--- config.mk ---
export PLATFORM = sky130hd
export DESIGN_NAME = conv_sequencer_flat
export DESIGN_NICKNAME = d
export VERILOG_FILES = /design/src/rtl/conv_sequencer_if.sv /design/src/rtl/conv_sequencer.sv /design/src/flat_wrapper.sv
export SDC_FILE = /design/constraint.sdc
export NUM_CORES = 1
export LEC_CHECK = 0
export ABC_AREA = 1
export CORE_MARGIN = 1
export CORE_UTILIZATION = 57
export CTS_BUF_LIST = sky130_fd_sc_hd__clkbuf_16
export DETAILED_ROUTE_END_ITERATION = 8
export DONT_BUFFER_PORTS = 1
export PLACE_DENSITY = 0.75
export SLEW_MARGIN = 20
export SYNTH_ARGS = -nofsm -noshare
export SYNTH_HDL_FRONTEND = slang
export SYNTH_SLANG_ARGS = --single-unit
--- constraint.sdc ---
create_clock -name clk -period 2.55 [get_ports clk]
set_clock_uncertainty 0.15 [all_clocks]
set_input_delay 0.6375 -clock clk [delete_from_list [all_inputs] [get_ports clk]]
set_output_delay 0.6375 -clock clk [all_outputs]
set_load 0.05 [all_outputs]
--- src/rtl/conv_sequencer_if.sv ---
// conv_sequencer_if: handshake, memory and convolver bundle of the frame sequencer.
// The master side is the sequencer; the slave side is its environment.
interface conv_sequencer_if #(
   parameter int AW = 10,
   parameter int RW = 10,
   parameter int K  = 3
);
   logic                  start;
   logic                  reuse_w;
   logic                  busy;
   logic                  done;
   logic                  err;
   logic [15:0]           w_data;
   logic                  w_valid;
   logic                  w_ready;
   logic                  act_rd_en;
   logic [AW-1:0]         act_addr;
   logic [15:0]           act_rd_data;
   logic                  conv_rst;
   logic                  conv_ce;
   logic [16*K*K-1:0]     conv_weight;
   logic [15:0]           conv_act;
   logic [31:0]           conv_op;
   logic                  valid_conv;
   logic                  end_conv;
   logic                  end_flag;
   logic                  res_wr_en;
   logic [RW-1:0]         res_addr;
   logic [31:0]           res_wr_data;

   modport master (
      input  start, reuse_w, w_data, w_valid, act_rd_data,
      input  conv_op, valid_conv, end_conv,
      output busy, done, err, w_ready, act_rd_en, act_addr,
      output conv_rst, conv_ce, conv_weight, conv_act, end_flag,
      output res_wr_en, res_addr, res_wr_data
   );

   modport slave (
      output start, reuse_w, w_data, w_valid, act_rd_data,
      output conv_op, valid_conv, end_conv,
      input  busy, done, err, w_ready, act_rd_en, act_addr,
      input  conv_rst, conv_ce, conv_weight, conv_act, end_flag,
      input  res_wr_en, res_addr, res_wr_data
   );
endinterface

--- src/rtl/conv_sequencer.sv ---
// conv_sequencer: runs one convolution frame -- weight load, convolver clear,
// feature-map stream, pipeline drain with watchdog, and result write-back.
module conv_sequencer #(
   parameter int N         = 4,
   parameter int K         = 3,
   parameter int S         = 1,
   parameter int AW        = 10,
   parameter int RW        = 10,
   parameter int DRAIN_MAX = 64
) (
   input  logic             clk,
   input  logic             global_rst,
   conv_sequencer_if.master bus
);
   localparam int OUT_DIM = (N - K) / S + 1;
   localparam int EXP     = OUT_DIM * OUT_DIM;
   localparam int KK      = K * K;
   localparam int WIW     = $clog2(KK + 1);
   localparam int OCW     = $clog2(EXP + 1);
   localparam int DCW     = $clog2(DRAIN_MAX + 1);

   localparam logic [WIW-1:0] WI_LAST   = WIW'(KK - 1);
   localparam logic [OCW-1:0] OC_EXP    = OCW'(EXP);
   localparam logic [DCW-1:0] DC_LAST   = DCW'(DRAIN_MAX - 1);
   localparam logic [AW-1:0]  ADDR_LAST = AW'(N * N - 1);

   typedef enum logic [2:0] {
      IDLE, LOAD_W, CLR, STREAM, DRAIN, DONE
   } state_t;

   state_t         state;
   logic [WIW-1:0] wi;
   logic [OCW-1:0] oc;
   logic [DCW-1:0] dc;
   logic           rd_valid;
   logic           capture;
   logic           in_run;

   assign in_run  = (state == STREAM) || (state == DRAIN);
   assign capture = in_run && bus.valid_conv && (oc < OC_EXP);

   // RAM data is presented the cycle after the read; drain cycles feed zeros.
   assign bus.conv_act = rd_valid ? bus.act_rd_data : 16'h0000;

   always_ff @(posedge clk) begin
      if (global_rst) begin
         state           <= IDLE;
         wi              <= '0;
         oc              <= '0;
         dc              <= '0;
         rd_valid        <= 1'b0;
         bus.busy        <= 1'b0;
         bus.done        <= 1'b0;
         bus.err         <= 1'b0;
         bus.w_ready     <= 1'b0;
         bus.act_rd_en   <= 1'b0;
         bus.act_addr    <= '0;
         bus.conv_rst    <= 1'b0;
         bus.conv_ce     <= 1'b0;
         bus.conv_weight <= '0;
         bus.end_flag    <= 1'b0;
         bus.res_wr_en   <= 1'b0;
         bus.res_addr    <= '0;
         bus.res_wr_data <= '0;
      end else begin
         bus.done      <= 1'b0;
         bus.conv_rst  <= 1'b0;
         bus.res_wr_en <= capture;
         rd_valid      <= bus.act_rd_en;

         if (bus.end_conv) begin
            bus.end_flag <= 1'b1;
         end

         if (capture) begin
            bus.res_addr    <= RW'(oc);
            bus.res_wr_data <= bus.conv_op;
            oc              <= oc + 1'b1;
         end

         unique case (state)
            IDLE: begin
               if (bus.start) begin
                  bus.busy     <= 1'b1;
                  bus.err      <= 1'b0;
                  bus.end_flag <= 1'b0;
                  wi           <= '0;
                  if (bus.reuse_w) begin
                     state        <= CLR;
                     bus.conv_rst <= 1'b1;
                  end else begin
                     state       <= LOAD_W;
                     bus.w_ready <= 1'b1;
                  end
               end
            end
            LOAD_W: begin
               if (bus.w_valid && bus.w_ready) begin
                  bus.conv_weight[int'(wi)*16 +: 16] <= bus.w_data;
                  wi <= wi + 1'b1;
                  if (wi == WI_LAST) begin
                     bus.w_ready  <= 1'b0;
                     bus.conv_rst <= 1'b1;
                     state        <= CLR;
                  end
               end
            end
            CLR: begin
               oc            <= '0;
               dc            <= '0;
               bus.act_addr  <= '0;
               bus.act_rd_en <= 1'b1;
               state         <= STREAM;
            end
            STREAM: begin
               bus.conv_ce <= 1'b1;
               if (bus.act_addr == ADDR_LAST) begin
                  bus.act_rd_en <= 1'b0;
                  bus.act_addr  <= '0;
                  state         <= DRAIN;
               end else begin
                  bus.act_addr <= bus.act_addr + 1'b1;
               end
            end
            DRAIN: begin
               if (oc == OC_EXP || dc == DC_LAST) begin
                  if (oc != OC_EXP) begin
                     bus.err <= 1'b1;
                  end
                  bus.conv_ce <= 1'b0;
                  bus.done    <= 1'b1;
                  bus.busy    <= 1'b0;
                  state       <= DONE;
               end else begin
                  dc <= dc + 1'b1;
               end
            end
            DONE: begin
               state <= IDLE;
            end
            default: begin
               state <= IDLE;
            end
         endcase
      end
   end
endmodule

--- src/flat_wrapper.sv ---
// flat-port wrapper written by rule: the top's interface ports become plain ports
module conv_sequencer_flat 
#(
   parameter int N         = 4,
   parameter int K         = 3,
   parameter int S         = 1,
   parameter int AW        = 10,
   parameter int RW        = 10,
   parameter int DRAIN_MAX = 64
)
  (clk, global_rst, bus_start, bus_reuse_w, bus_w_data, bus_w_valid, bus_act_rd_data, bus_conv_op, bus_valid_conv, bus_end_conv, bus_busy, bus_done, bus_err, bus_w_ready, bus_act_rd_en, bus_act_addr, bus_conv_rst, bus_conv_ce, bus_conv_weight, bus_conv_act, bus_end_flag, bus_res_wr_en, bus_res_addr, bus_res_wr_data);
  conv_sequencer_if #(.AW(AW), .RW(RW), .K(K)) bus_i ();
  input  logic clk;
  input  logic global_rst;
  input wire logic [$bits(bus_i.start)-1:0] bus_start;
  input wire logic [$bits(bus_i.reuse_w)-1:0] bus_reuse_w;
  input wire logic [$bits(bus_i.w_data)-1:0] bus_w_data;
  input wire logic [$bits(bus_i.w_valid)-1:0] bus_w_valid;
  input wire logic [$bits(bus_i.act_rd_data)-1:0] bus_act_rd_data;
  input wire logic [$bits(bus_i.conv_op)-1:0] bus_conv_op;
  input wire logic [$bits(bus_i.valid_conv)-1:0] bus_valid_conv;
  input wire logic [$bits(bus_i.end_conv)-1:0] bus_end_conv;
  output wire logic [$bits(bus_i.busy)-1:0] bus_busy;
  output wire logic [$bits(bus_i.done)-1:0] bus_done;
  output wire logic [$bits(bus_i.err)-1:0] bus_err;
  output wire logic [$bits(bus_i.w_ready)-1:0] bus_w_ready;
  output wire logic [$bits(bus_i.act_rd_en)-1:0] bus_act_rd_en;
  output wire logic [$bits(bus_i.act_addr)-1:0] bus_act_addr;
  output wire logic [$bits(bus_i.conv_rst)-1:0] bus_conv_rst;
  output wire logic [$bits(bus_i.conv_ce)-1:0] bus_conv_ce;
  output wire logic [$bits(bus_i.conv_weight)-1:0] bus_conv_weight;
  output wire logic [$bits(bus_i.conv_act)-1:0] bus_conv_act;
  output wire logic [$bits(bus_i.end_flag)-1:0] bus_end_flag;
  output wire logic [$bits(bus_i.res_wr_en)-1:0] bus_res_wr_en;
  output wire logic [$bits(bus_i.res_addr)-1:0] bus_res_addr;
  output wire logic [$bits(bus_i.res_wr_data)-1:0] bus_res_wr_data;
  assign bus_i.start = bus_start;
  assign bus_i.reuse_w = bus_reuse_w;
  assign bus_i.w_data = bus_w_data;
  assign bus_i.w_valid = bus_w_valid;
  assign bus_i.act_rd_data = bus_act_rd_data;
  assign bus_i.conv_op = bus_conv_op;
  assign bus_i.valid_conv = bus_valid_conv;
  assign bus_i.end_conv = bus_end_conv;
  assign bus_busy = bus_i.busy;
  assign bus_done = bus_i.done;
  assign bus_err = bus_i.err;
  assign bus_w_ready = bus_i.w_ready;
  assign bus_act_rd_en = bus_i.act_rd_en;
  assign bus_act_addr = bus_i.act_addr;
  assign bus_conv_rst = bus_i.conv_rst;
  assign bus_conv_ce = bus_i.conv_ce;
  assign bus_conv_weight = bus_i.conv_weight;
  assign bus_conv_act = bus_i.conv_act;
  assign bus_end_flag = bus_i.end_flag;
  assign bus_res_wr_en = bus_i.res_wr_en;
  assign bus_res_addr = bus_i.res_addr;
  assign bus_res_wr_data = bus_i.res_wr_data;
  conv_sequencer #(.N(N), .K(K), .S(S), .AW(AW), .RW(RW), .DRAIN_MAX(DRAIN_MAX)) u_core (.clk(clk), .global_rst(global_rst), .bus(bus_i));
endmodule
Yosys cells after proc, flatten, opt, wreduce, memory -nomap -nowiden

Cells that the tools add are included.

$add $sub $neg: 5
Magnitude comparators: 1
Eq/ne operators: 17
Shift operators: 2
Mux-type cells: 40
Bitwise logic cells: 1
Reductions and logical operators: 22

Operators with widths:

| kind                      | number |
|---|---|
| $bwmux 144                | 1 |
| $shift 16x33->144 const A | 1 |
| $shiftx 16x33->144        | 1 |
| $neg 8->33                | 1 |
| $pmux 10 s2               | 1 |
| $mux 1                    | 18 |
| $mux 16                   | 1 |
| $mux 3                    | 5 |
| $pmux 3 s5                | 1 |
| $pmux 7 s2                | 1 |
| $ne 2x2->1 const B        | 6 |
| $pmux 1 s2                | 6 |
| $add 10x1->10 const B     | 1 |
| $eq 10x4->1 const B       | 1 |
| $mux 10                   | 1 |
| $reduce_and 5->1          | 2 |
| $reduce_bool 2->1         | 5 |
| $mux 4                    | 2 |
| $pmux 4 s2                | 1 |
| $reduce_and 2->1          | 4 |
| $add 7x1->7 const B       | 1 |
| $eq 7x6->1 const B        | 1 |
| $mux 7                    | 1 |
| $eq 3x2->1 const B        | 2 |
| other kinds (16)          | 23 |

Flip-flop bits (word level): 216
Input bits: 71
Logic and storage cells: 106

Depth between registers and ports, before layout

Word-level depth: 4
Mapped depth: 14

Worst setup path before layout

OpenSTA, ideal clock, no wires.

Path type: flip-flop to flip-flop
From: register u_core.wi[0]
To: register u_core.bus.conv_weight[15]
Setup time: 114 ps
Arrival: 2186 ps
Setup slack: 100 ps
Cell stages (with the launch flop): 14
Path buffers: 3
Clock period less this slack: 2450 ps
Cells stage by stage: dfxtp_1 buf_2 buf_1 nor3_1 ha_1 nor2_1 nand2_1 nor2_4 inv_1 nor2_4 nand2_2 buf_6 a21oi_1 nor2_1

Longest elaborated chain between the ends: 3
Elaborated cells on any way between the ends: 4
Classes of those cells: add/sub (1); shift (2); mux (1)

Ends and longest elaborated chain:

| item                                                           | line                    | text |
|---|---|---|
| start, declared                                                | conv_sequencer.sv:32    | `logic [WIW-1:0] wi;` |
| start signal, assigned                                         | conv_sequencer.sv:100   | `wi <= wi + 1'b1;` |
| $neg 8->33 *                                                   | conv_sequencer.sv:99    | `bus.conv_weight[int'(wi)*16 +: 16] <= bus.w_data;` |
| $shiftx 16x33->144 / $shift 16x33->144 (equally long branches) | conv_sequencer.sv:99    |  |
| $bwmux 144 *                                                   | conv_sequencer.sv:99    |  |
| end signal, assigned by index                                  | conv_sequencer.sv:99    |  |
| end, declared                                                  | conv_sequencer_if.sv:35 | `output conv_rst, conv_ce, conv_weight, conv_act, end_flag,` |

Mark *: on every way between the ends. The rest lies on a longest branch, timed or not.
A chain may end at the register's enable or synchronous reset.

Worst setup path in the final report

From: register u_core.rd_valid
To: output bus_conv_act[12]

Longest elaborated chain between the ends: 1

Ends and longest elaborated chain:

| item                   | line                 | text |
|---|---|---|
| start, declared        | conv_sequencer.sv:35 | `logic rd_valid;` |
| start signal, assigned | conv_sequencer.sv:69 | `rd_valid <= bus.act_rd_en;` |
| $mux 16                | conv_sequencer.sv:43 | `assign bus.conv_act = rd_valid ? bus.act_rd_data : 16'h0000;` |
| end, declared          | flat_wrapper.sv:32   | `output wire logic [$bits(bus_i.conv_act)-1:0] bus_conv_act;` |

No other way between the ends.

==> flow_summary.yaml <==
logic_synthesis:
  synth.distinct_cells: 39
  yosys_most_used_dff: "dfxtp_1"
  syn_inst: 1306
  synth_area_um2: 9270
  ys_ff_latch: 216
  synth_area_leader_cell: "dfxtp_1"
  yosysWarnings: 0
  yosys.area.top_type_share_pct: 46.7
  synth-async-reset-ratio_pct: 0
  syn_avg_cell_area_um2: 7.10
  ys_seq_area_share_pct: 46.7
  synth_edf_count: 0
  netlist_top_cells_area: "dfxtp_1 47%, nor2_1 11%, nand2_1 8.3%, a21oi_1 6.6%, o21ai_0 6.5%"
drt:
  wl_um: 25000
  wl_per_cell_um: 16.4
  route.detailed.drc: 0
  first_pass_iters: 5
  vias: 8187
  viasPerCell: 5.38
  drtAntennaViolNets: 0
  drt_iter0_drc: 623
final_layout:
  final_util_pct: 64.1
  nFillCells: 1466
  drive_above_1_share_pct: 7.65
  most-common-layout-cells: "283 x nor2_1, 216 x dfxtp_1, 204 x nand2_1"
  seq_area_um2: 4320
  nets: 1371
  layout_commonest_cell: "nor2_1"
  area_growth_pct: 9.80
  antenna_cells: 0
  multi_input_comb_area_um2: 4050
  post_layout_nonfiller_instances: 1523
worst_setup_path:
  r2r-end: "u_core.bus.conv_weight[20]$_SDFFE_PP0P_"
  rr_startpoint: "u_core.wi[0]$_SDFFE_PP0P_"
  cp_max_fo: 16
  rrSetupSlack_ns: 0.24
  arrival_ns: 1.54
  path_class: "register to primary output"
  setup.worst_path.start: "u_core.rd_valid$_SDFF_PP0_"
  cp.required_ns: 1.76
  endpoint: "bus_conv_act[12]"
  end_kind: "primary output"
  worstSetupStartpointType: "register"
  worstRegToRegCells: 7
grt:
  grt_pass1_wl_um: 38200
  grt_pass1_vias: 7466
  grt_max_degree: 84
  grt.overflow.total: 0
  global_route.usage.total_pct: 28.8
  antenna_found_initial: 0
run_status:
  status: "finished clean"
timing:
  hold_viol_final: 0
  period_minus_slack_ns: 2.33
  fmax_mhz: 429
  tightest_slew_ns: 0.660
  hold_ws_ns: 0.0481
  period_share_pct: 91.4
  setup_viol: 0
  maxSlewHeadroom_pct: 55.9
  finalSetupTns_ns: 0
  rsz0062_at_grt: "no"
  setup_ws_ns: 0.220
  slew_violations: 0
clock_tree:
  clkTransAtPathRegs_ns: 0.06
  cts.sinks: 216
  cts_buffers: 23
  cts-root-buf: "clkbuf_16"
  cts_tree: "yes"
  clkLatencyLatePin_ns: 0.51
  postCtsSetupRepairBufs: 0
  hold_buffers: 0
  clock_path_buffers: 3
  htreeDepth: 1
  post_cts_resized: 0
place:
  gp_congestion: 0.902
  hpwl_um: 17700
  place.port_buffers: 0
  place_ws_ns: 0.280
  dpl.cell_count: 1484
floorplan:
  top_level_ports: 292
  fp.dieH_um: 130
  num_rows: 46
  start_util_pct: 58.3
  core_region_area_um2: 15900
  die_w_um: 130
  die_area_um2: 16800
power:
  power.density_nw_per_um2: 961
  power.leakage_uw: 0.00456
  vdd_ir_drop_max_mv: 0.584
job:
  maxCapViolations: 0
min_path:
  hold_class: "input port to register"
-- critical path: stages (launching register included) --
cell	delay [ns]
dfxtp_1	0.58
nand2_1	0.10
inv_1	0.35
-- how the worst min path moves through the flow --
stage	startpoint	end	slack, ns	cells past startpoint
final	global_rst	u_core.bus.act_addr[1]$_SDFFE_PP0P_	0.05	1
after global routing	global_rst	u_core.bus.act_addr[1]$_SDFFE_PP0P_	0.04	1
after CTS	global_rst	u_core.bus.act_addr[1]$_SDFFE_PP0P_	0.04	1
after detailed placement	u_core.dc[6]$_SDFFE_PP0P_	u_core.dc[6]$_SDFFE_PP0P_	0.30	2
after global placement	u_core.dc[6]$_SDFFE_PP0P_	u_core.dc[6]$_SDFFE_PP0P_	0.29	2
after floorplan	u_core.dc[6]$_SDFFE_PP0P_	u_core.dc[6]$_SDFFE_PP0P_	0.28	2
-- where the power goes --
| group | switching [µW] | internal, µW |
|---|---|---|
| Combinational | 1620 | 589 |
| Clock | 1320 | 2030 |
| Sequential | 641 | 3580 |
-- flip-flops by register name, indices dropped and copies added, names as in the netlist --
signal / flops
u_core.bus.act_rd_en: 1
u_core.bus.res_wr_en: 1
u_core.oc: 3
u_core.bus.busy: 1
u_core.bus.conv_rst: 1
u_core.rd_valid: 1
u_core.wi: 4
u_core.bus.end_flag: 1
u_core.bus.conv_ce: 1
u_core.bus.res_addr: 3
u_core.bus.err: 1
u_core.bus.act_addr: 10
u_core.bus.res_wr_data: 32
u_core.dc: 7
u_core.bus.w_ready: 1
u_core.bus.done: 1
u_core.bus.conv_weight: 144
u_core.state: 3
-- area by class of cell --
type | count | share of cell area, %
clock buffer | 23 | 5.66
clock inverter | 16 | 1.71
inverter | 145 | 5.45
multi-input combinational | 880 | 39.8
sequential | 216 | 42.5
tap | 216 | 2.66
timing repair buffer | 27 | 2.24
-- stage by stage --
step / area [µm²] / total power, µW
floorplan: 9290 / 5940
global placement: 9430 / 6430
detailed placement: 9430 / 6470
CTS: 10200 / 9800
global route: 10200 / 10200
finish: 10200 / 9780
-- layer usage --
| metal | vias up | GRT usage (%) | share of wire [%] |
|---|---|---|---|
| met5 | - | 0 | 0 |
| met4 | 0 | 9.03 | 2.3 |
| met3 | 43 | 10.4 | 12 |
| met2 | 339 | 46.2 | 46 |
| met1 | 3713 | 36.0 | 39 |
| li1 | 4092 | - | - |
-- cells by family (layout without fill, tap and decap cells) --
logic type                 after synthesis  count (layout)  share of synthesized area (%)
AOI/OAI and AO/OA                      268             268                           14.8
other                                    1               7                         0.0405
buffers and inverters                  216             211                           9.88
and+or+nand+nor                        596             596                           27.5
xor gates and xnor gates                 2               2                          0.189
DFF                                    216             216                           46.7
adders and majority gates                7               7                          0.945
-- cells in the mapped netlist, drive strengths merged, types with 2 or more instances --
library cell and n:
nor2 301, xor2 2, nand3b 6, inv 143
dfxtp 216, ha 7, a21oi 123, buf 39
nand3 46, clkbuf 32, nor3 15, clkinv 2
o22ai 3, o21ai 136, a211oi 2, nand2 217
nand4 9
(Power assumes the default switching activity.)
